==> src/rtl/wb_burst_reader_if.sv <==
// Wishbone B4 classic/registered-feedback bus bundle between the burst reader
// and a memory slave.
interface wb_burst_reader_if;
    logic [31:0] adr;
    logic [31:0] dat;
    logic        cyc;
    logic        stb;
    logic        we;
    logic [3:0]  sel;
    logic [2:0]  cti;
    logic [1:0]  bte;
    logic        ack;

    modport master (output adr, cyc, stb, we, sel, cti, bte, input dat, ack);
    modport slave  (input adr, cyc, stb, we, sel, cti, bte, output dat, ack);
endinterface

==> src/rtl/wb_burst_reader.sv <==
// Wishbone read master: fetches nwords 32-bit words in incrementing bursts into
// a fall-through FIFO and streams them out on valid/ready.
module wb_burst_reader #(
    parameter int BURST_LEN  = 16,
    parameter int FIFO_DEPTH = 2 * BURST_LEN
) (
    input  logic                  clk,
    input  logic                  rst_n,
    input  logic                  start,
    input  logic [31:0]           base_adr,
    input  logic [15:0]           nwords,
    output logic                  busy,
    output logic                  done,
    wb_burst_reader_if.master     wb,
    output logic [31:0]           data_o,
    output logic                  valid_o,
    input  logic                  ready_i
);
    localparam int BW = $clog2(BURST_LEN) + 1;
    localparam int AW = $clog2(FIFO_DEPTH);
    localparam int CW = AW + 1;
    localparam logic [BW-1:0] BL = BW'(BURST_LEN);

    typedef enum logic [1:0] {IDLE, REQ, BURST, DRAIN} state_t;

    state_t          state_q, state_d;
    logic [31:0]     cur_adr_q, cur_adr_d;
    logic [15:0]     remaining_q, remaining_d;
    logic [BW-1:0]   beat_q, beat_d;
    logic [BW-1:0]   blen_q, blen_d;
    logic            gap_q, gap_d;
    logic            busy_q, busy_d;
    logic            done_q, done_d;
    logic            cyc_q, cyc_d;
    logic [31:0]     adr_q, adr_d;
    logic [2:0]      cti_q, cti_d;
    logic [AW-1:0]   wr_ptr_q, wr_ptr_d;
    logic [AW-1:0]   rd_ptr_q, rd_ptr_d;
    logic [CW-1:0]   count_q, count_d;
    logic [31:0]     mem_q [FIFO_DEPTH];

    logic            push, pop;
    logic [BW-1:0]   req_blen;
    logic [CW-1:0]   free;

    assign push     = (state_q == BURST) && wb.ack;
    assign pop      = valid_o && ready_i;
    assign req_blen = (remaining_q < 16'(BURST_LEN)) ? remaining_q[BW-1:0] : BL;
    assign free     = CW'(FIFO_DEPTH) - count_q;

    always_comb begin
        state_d     = state_q;
        cur_adr_d   = cur_adr_q;
        remaining_d = remaining_q;
        beat_d      = beat_q;
        blen_d      = blen_q;
        gap_d       = gap_q;
        busy_d      = busy_q;
        done_d      = 1'b0;
        cyc_d       = cyc_q;
        adr_d       = adr_q;
        cti_d       = cti_q;
        wr_ptr_d    = wr_ptr_q + AW'(push);
        rd_ptr_d    = rd_ptr_q + AW'(pop);
        count_d     = count_q + CW'(push) - CW'(pop);

        case (state_q)
            IDLE: begin
                if (start) begin
                    if (nwords == 16'd0) begin
                        done_d = 1'b1;
                    end else begin
                        cur_adr_d   = base_adr & ~32'h3;
                        remaining_d = nwords;
                        busy_d      = 1'b1;
                        gap_d       = 1'b0;
                        state_d     = REQ;
                    end
                end
            end
            REQ: begin
                // One extra idle cycle after a burst keeps cyc_o low for two cycles.
                if (gap_q) begin
                    gap_d = 1'b0;
                end else if (free >= CW'(req_blen)) begin
                    blen_d  = req_blen;
                    beat_d  = '0;
                    cyc_d   = 1'b1;
                    adr_d   = cur_adr_q;
                    cti_d   = (req_blen == BW'(1)) ? 3'b111 : 3'b010;
                    state_d = BURST;
                end
            end
            BURST: begin
                if (wb.ack) begin
                    cur_adr_d   = cur_adr_q + 32'd4;
                    remaining_d = remaining_q - 16'd1;
                    beat_d      = beat_q + BW'(1);
                    if (beat_q == blen_q - BW'(1)) begin
                        cyc_d   = 1'b0;
                        cti_d   = 3'b000;
                        gap_d   = 1'b1;
                        state_d = (remaining_q != 16'd1) ? REQ : DRAIN;
                    end else begin
                        adr_d = cur_adr_q + 32'd4;
                        cti_d = (beat_q + BW'(1) == blen_q - BW'(1)) ? 3'b111 : 3'b010;
                    end
                end
            end
            DRAIN: begin
                if (count_q == '0) begin
                    done_d  = 1'b1;
                    busy_d  = 1'b0;
                    state_d = IDLE;
                end
            end
            default: state_d = IDLE;
        endcase
    end

    always_ff @(posedge clk) begin
        if (!rst_n) begin
            state_q     <= IDLE;
            cur_adr_q   <= '0;
            remaining_q <= '0;
            beat_q      <= '0;
            blen_q      <= '0;
            gap_q       <= 1'b0;
            busy_q      <= 1'b0;
            done_q      <= 1'b0;
            cyc_q       <= 1'b0;
            adr_q       <= '0;
            cti_q       <= 3'b000;
            wr_ptr_q    <= '0;
            rd_ptr_q    <= '0;
            count_q     <= '0;
        end else begin
            state_q     <= state_d;
            cur_adr_q   <= cur_adr_d;
            remaining_q <= remaining_d;
            beat_q      <= beat_d;
            blen_q      <= blen_d;
            gap_q       <= gap_d;
            busy_q      <= busy_d;
            done_q      <= done_d;
            cyc_q       <= cyc_d;
            adr_q       <= adr_d;
            cti_q       <= cti_d;
            wr_ptr_q    <= wr_ptr_d;
            rd_ptr_q    <= rd_ptr_d;
            count_q     <= count_d;
        end
    end

    // Storage needs no reset; emptiness is tracked by count_q alone.
    always_ff @(posedge clk) begin
        if (push) mem_q[wr_ptr_q] <= wb.dat;
    end

    assign busy    = busy_q;
    assign done    = done_q;
    assign wb.adr  = adr_q;
    assign wb.cyc  = cyc_q;
    assign wb.stb  = cyc_q;
    assign wb.we   = 1'b0;
    assign wb.sel  = 4'hF;
    assign wb.cti  = cti_q;
    assign wb.bte  = 2'b00;
    assign valid_o = (count_q != '0);
    assign data_o  = mem_q[rd_ptr_q];
endmodule

==> src/flat_wrapper.sv <==
// flat-port wrapper written by rule: the top's interface ports become plain ports
module wb_burst_reader_flat 
#(
    parameter int BURST_LEN  = 16,
    parameter int FIFO_DEPTH = 2 * BURST_LEN
)
  (clk, rst_n, start, base_adr, nwords, busy, done, data_o, valid_o, ready_i, wb_adr, wb_cyc, wb_stb, wb_we, wb_sel, wb_cti, wb_bte, wb_dat, wb_ack);
  wb_burst_reader_if wb_i ();
  input  logic clk;
  input  logic rst_n;
  input  logic start;
  input  logic [31:0] base_adr;
  input  logic [15:0] nwords;
  output logic busy;
  output logic done;
  output logic [31:0] data_o;
  output logic valid_o;
  input  logic ready_i;
  output wire logic [$bits(wb_i.adr)-1:0] wb_adr;
  output wire logic [$bits(wb_i.cyc)-1:0] wb_cyc;
  output wire logic [$bits(wb_i.stb)-1:0] wb_stb;
  output wire logic [$bits(wb_i.we)-1:0] wb_we;
  output wire logic [$bits(wb_i.sel)-1:0] wb_sel;
  output wire logic [$bits(wb_i.cti)-1:0] wb_cti;
  output wire logic [$bits(wb_i.bte)-1:0] wb_bte;
  input wire logic [$bits(wb_i.dat)-1:0] wb_dat;
  input wire logic [$bits(wb_i.ack)-1:0] wb_ack;
  assign wb_adr = wb_i.adr;
  assign wb_cyc = wb_i.cyc;
  assign wb_stb = wb_i.stb;
  assign wb_we = wb_i.we;
  assign wb_sel = wb_i.sel;
  assign wb_cti = wb_i.cti;
  assign wb_bte = wb_i.bte;
  assign wb_i.dat = wb_dat;
  assign wb_i.ack = wb_ack;
  wb_burst_reader #(.BURST_LEN(BURST_LEN), .FIFO_DEPTH(FIFO_DEPTH)) u_core (.clk(clk), .rst_n(rst_n), .start(start), .base_adr(base_adr), .nwords(nwords), .busy(busy), .done(done), .wb(wb_i), .data_o(data_o), .valid_o(valid_o), .ready_i(ready_i));
endmodule
==> config.mk <==
export PLATFORM = sky130hd
export DESIGN_NAME = wb_burst_reader_flat
export DESIGN_NICKNAME = d
export VERILOG_FILES = /design/src/rtl/wb_burst_reader_if.sv /design/src/rtl/wb_burst_reader.sv /design/src/flat_wrapper.sv
export SDC_FILE = /design/constraint.sdc
export NUM_CORES = 1
export LEC_CHECK = 0
export CAP_MARGIN = 20
export CORE_ASPECT_RATIO = 1.1
export CORE_MARGIN = 10
export CORE_UTILIZATION = 50
export DETAILED_ROUTE_END_ITERATION = 10
export GPL_TIMING_DRIVEN = 0
export PLACE_DENSITY = 0.79
export SYNTH_ARGS = -nofsm -noshare
export SYNTH_HDL_FRONTEND = slang
export SYNTH_SLANG_ARGS = --single-unit
==> constraint.sdc <==
create_clock -name clk -period 10.25 [get_ports clk]
set_clock_uncertainty 0.15 [all_clocks]
set_input_delay 2.05 -clock clk [delete_from_list [all_inputs] [get_ports clk]]
set_output_delay 2.05 -clock clk [all_outputs]
set_load 0.02 [all_outputs]
==> results of run 1 <==
[how the worst max path moves through the flow]
stage | startpoint | end | slack [ns] | cells past startpoint
5_1_grt | u_core.rd_ptr_q[1] | data_o[0] | 3.31 | 7
6_report | u_core.rd_ptr_q[1] | data_o[0] | 3.34 | 7
3_5_place_dp | u_core.rd_ptr_q[1] | data_o[1] | 4.15 | 7
4_1_cts | u_core.rd_ptr_q[1] | data_o[0] | 3.36 | 7
2_1_floorplan | wb_ack | u_core.mem_q[28][0] | 5.68 | 4
3_3_place_gp | wb_ack | u_core.mem_q[31][1] | 2.93 | 5
[final cells by class]
cell class                      instances  area (um^2)  share of cell area
Clock inverter                         67          687              0.0129
Buffer                                159          747              0.0141
Multi-Input combinational cell       1034        12100               0.227
Tap cell                             1180         1480              0.0278
Clock buffer                          130         2810              0.0528
Inverter                               28          105             0.00198
Timing Repair Buffer                  193         2320              0.0436
Sequential cell                      1134        33000               0.620
Antenna cell                            1         2.50           0.0000471
[power by group through the flow]
stage	Combinational, uW	Clock, uW	Sequential [uW]
after floorplan	2170	0	5420
after global placement	3230	0	5410
after detailed placement	3310	0	5410
after CTS	3370	4030	5320
after global routing	3600	4190	5330
final	3380	4000	5320
[cell families (layout without fill, tap and decap cells)]
family / count (synthesis) / after routing / share of synthesized area
other: 2 / 10 / 0.000165
AND/OR/NAND/NOR: 344 / 344 / 0.0360
XOR/XNOR: 57 / 57 / 0.0113
buffers and inverters: 187 / 577 / 0.0187
flip-flops: 1134 / 1134 / 0.723
multiplexers: 361 / 361 / 0.168
AO/OA/AOI/OAI: 232 / 232 / 0.0344
adder cells (fa/ha/maj): 31 / 31 / 0.00867
[placed cells by master, fill, tap and decap left out, types with 32 or more instances in the layout]
cell,synthesis,layout
a211oi_1,44,44
a21oi_1,45,45
buf_12,0,32
buf_2,32,32
clkbuf_1,92,112
clkbuf_16,0,109
clkdlybuf4s50_1,0,152
dfxtp_1,110,110
edfxtp_1,1024,1024
mux2_2,35,35
mux4_2,320,320
nand2_1,49,49
nand3_1,38,38
nor2_1,142,110
nor2_4,0,32
o21ai_0,38,38
[sequential cells by signal, indices dropped and copies added, names as in the netlist, 5 cells and up]
| register | cells |
|---|---|
| u_core.wr_ptr_q | 5 |
| u_core.blen_q | 5 |
| u_core.remaining_q | 16 |
| u_core.count_q | 6 |
| u_core.rd_ptr_q | 5 |
| u_core.wb.adr | 30 |
| u_core.mem_q | 1024 |
| u_core.cur_adr_q | 30 |
| u_core.beat_q | 5 |
[synthesized netlist by cell type, types with 15 or more instances]
| cell type | instances |
|---|---|
| edfxtp_1 | 1024 |
| mux4_2 | 320 |
| nor2_1 | 142 |
| dfxtp_1 | 110 |
| clkbuf_1 | 92 |
| nand2_1 | 49 |
| a21oi_1 | 45 |
| a211oi_1 | 44 |
| nand3_1 | 38 |
| o21ai_0 | 38 |
| mux2_2 | 35 |
| buf_2 | 32 |
| xnor2_1 | 31 |
| ha_1 | 30 |
| inv_1 | 27 |
| xor2_1 | 25 |
| buf_4 | 21 |
| nand4_1 | 20 |
| nor3_1 | 19 |
| a22oi_1 | 18 |
| a31oi_1 | 16 |
| nor4_1 | 16 |
| o22ai_1 | 15 |
[routing by layer]
metal | part of all wire | vias to the layer above | wire length [um] | track usage
li1 | - | 10300 | - | -
met1 | 0.34 | 13200 | 43300 | 0.293
met2 | 0.51 | 1943 | 66200 | 0.427
met3 | 0.10 | 367 | 13500 | 0.0595
met4 | 0.045 | 8 | 5800 | 0.107
met5 | 0.00029 | - | 38 | 0
[critical path, stage by stage (launching register included)]
cell and delay [ns]:
dfxtp_1 0.35, clkbuf_1 0.23, clkbuf_1 0.64, clkbuf_1 0.87, mux4_2 0.45, mux4_2 0.55, mux2_2 0.36, clkdlybuf4s50_1 0.56
[per-stage QoR]
step / util / setup WS (ns)
after floorplan: - / 5.68
after global placement: 0.536 / 2.93
after detailed placement: 0.546 / 4.15
after CTS: 0.584 / 3.36
after global routing: 0.586 / 3.31
final: 0.586 / 3.34
==> flow_summary.rst, run 1 <==
.. list-table::
   :header-rows: 1

   * - Metric
     - Value
   * - Part of the total power dissipated in sequential elements
     - 0.419
   * - Detailed-route wire length
     - 129000 um
   * - Half-perimeter wire length after placement
     - 79200 um
   * - Final hold slack
     - 0.338 ns
   * - Worst hold stages
     - 2
   * - Top cell type by total area after synthesis
     - edfxtp_1
   * - Signed area change from the synthesized netlist to the final layout
     - 16.6%
   * - Startpoint type of the worst setup path
     - flip-flop
   * - Yosys synthesis warning count
     - 0
   * - Final Hold Fails
     - 0
   * - Result of the run
     - complete, no violations
   * - Standard cell area after detailed placement
     - 0.0495 mm^2
   * - Filler cells
     - 6208
   * - Number of enable-type register cells in the synthesized netlist
     - 1024
   * - Final layout net count
     - 2772
   * - Power consumption
     - 12700 uW
   * - Avg WL per Cell
     - 32.8 um
   * - Overall die height
     - 337 um
   * - Part of the Yosys area used for sequential elements
     - 0.723
   * - Int Power
     - 8890 uW
   * - Number of cell instances on the worst register-to-register path
     - 13
   * - Via count of the first global-routing pass
     - 26400
   * - Count of non-filler cells in the finished layout
     - 3926
   * - Detailed-route via count
     - 25700
   * - Worst R2R Start
     - u_core.remaining_q[11]
   * - Number of vias per cell
     - 6.56
   * - Shortest period the worst path allows
     - 6.91 ns
   * - Gr ovfl total
     - 0
   * - Data required time of the critical path
     - 8.05 ns
   * - Hold-fix buffers, CTS
     - 0
   * - Final-layout setup total negative slack
     - 0 ns
   * - Hold Crit Endpoint
     - u_core.remaining_q[6]
   * - Clock latency on the worst-skew pair
     - 0.70 ns
   * - F_max
     - 145 MHz
   * - Final cell area excluding filler cells
     - 0.0531 mm^2
   * - Number of clock sinks seen by CTS
     - 1134
   * - Global-route wire length before repair
     - 185000 um
   * - Post-CTS sizing
     - 0
   * - Die Width
     - 308 um
   * - GP Congestion
     - 0.927
   * - Setup-violating endpoint count in the final report
     - 0
   * - Number of instances in the synthesized netlist
     - 2348
   * - Netlist area before placement
     - 0.0456 mm^2
   * - Number of H-tree branching levels
     - 3
   * - Arrival time of data at the critical path endpoint
     - 4.71 ns
   * - CTS tree
     - yes
   * - Residual DRC
     - 0
   * - R2r endpoint
     - u_core.wb.adr[22]
   * - Yosys top cell area share
     - 0.674
   * - Total of max-cap violations
     - 0
   * - Share of power burned in combinational logic
     - 0.266
   * - Type of the worst min-delay path
     - reg2reg
   * - Main area contributors after synthesis
     - edfxtp_1 67%, mux4_2 16%, dfxtp_1 4.8%, nor2_1 1.2%, mux2_2 0.86%
   * - Die Footprint
     - 0.104 mm^2
   * - Share of total power in the clock network
     - 0.315
   * - WS Path Type
     - reg2out
   * - Area inside the core boundary
     - 0.0907 mm^2
   * - Fraction of final layout cells with drive strength greater than 1
     - 0.238
   * - Avg Synthesized Cell Area
     - 19.4 um^2
   * - Relative slew slack
     - 0.204
   * - Crit path capture type
     - output pin
   * - Leakage power
     - 0.0163 uW
   * - Setup repair after global routing missed its margin
     - false
   * - Count of standard-cell rows
     - 116
   * - Cell Count Post-Placement
     - 3721
   * - Clock transition at path regs
     - 0.06 ns
   * - CTS root buffer
     - clkbuf_16
   * - Proportion of synthesized flip-flops having asynchronous set or reset
     - 0
   * - Beginning of the worst hold path
     - u_core.remaining_q[6]
   * - Slack of the worst reg-to-reg path
     - 5.62 ns
   * - Count of nets left with antenna violations after detail routing
     - 0
   * - Pwr/cell area
     - 239 mW/mm^2
   * - NetSw
     - 3800 uW
   * - Actual slew at the worst max-slew pin
     - 1.19 ns
   * - Switching share of power
     - 0.300
   * - Number of input and output port buffers inserted
     - 152
   * - Drt first-iter violations
     - 3521
   * - Pin count of the biggest net entering global routing
     - 33
   * - Final cycle utilization of the critical path
     - 0.674
   * - I/O pins
     - 164
   * - Main synth FF type
     - edfxtp_1
   * - Final Max Tran Viols
     - 0
   * - Post-synthesis sequential element count
     - 1134
   * - Worst IR Drop VDD
     - 202 uV
   * - Pre-antenna DRT Iters
     - 6
   * - Post-synth cell types
     - 67
   * - Biggest fanout along the worst timing path
     - 10
   * - Initial cell density of the core
     - 0.503
   * - Overall Global Routing Usage
     - 0.247
   * - CTS max path bufs
     - 3
   * - Post-CTS Setup Inserts
     - 0
   * - Antenna violations before repair
     - 6
   * - TritonCTS Buffers
     - 106
Power figures use the tool's default switching activity.
==> run 2: changes to the inputs <==
==> constraint.sdc (replaced) <==
create_clock -name clk -period 6.95 [get_ports clk]
set_clock_uncertainty 0.15 [all_clocks]
set_input_delay 1.39 -clock clk [delete_from_list [all_inputs] [get_ports clk]]
set_output_delay 1.39 -clock clk [all_outputs]
set_load 0.02 [all_outputs]
==> results of run 2 <==
Same layout as run 1 (identical final DEF). Status: complete, no violations.
Among the figures that moved: setup slack after placement 4.15 ns -> 1.51 ns; setup slack after layout 3.34 ns -> 0.703 ns; register-to-register setup slack 5.62 ns -> 2.32 ns; total power 12700 uW -> 18700 uW; worst IR drop on VDD 202 uV -> 299 uV
==> run 3: changes to the inputs <==
--- a/config.mk
+++ b/config.mk
@@ -15,3 +15,4 @@
 export SYNTH_ARGS = -nofsm -noshare
 export SYNTH_HDL_FRONTEND = slang
 export SYNTH_SLANG_ARGS = --single-unit
+export TNS_END_PERCENT = 100
==> results of run 3 <==
Same layout as run 1 (identical final DEF). Status: complete, no violations.
Among the figures that moved: setup slack after placement 4.15 ns -> 1.51 ns; setup slack after layout 3.34 ns -> 0.703 ns; register-to-register setup slack 5.62 ns -> 2.32 ns; total power 12700 uW -> 18700 uW; worst IR drop on VDD 202 uV -> 299 uV
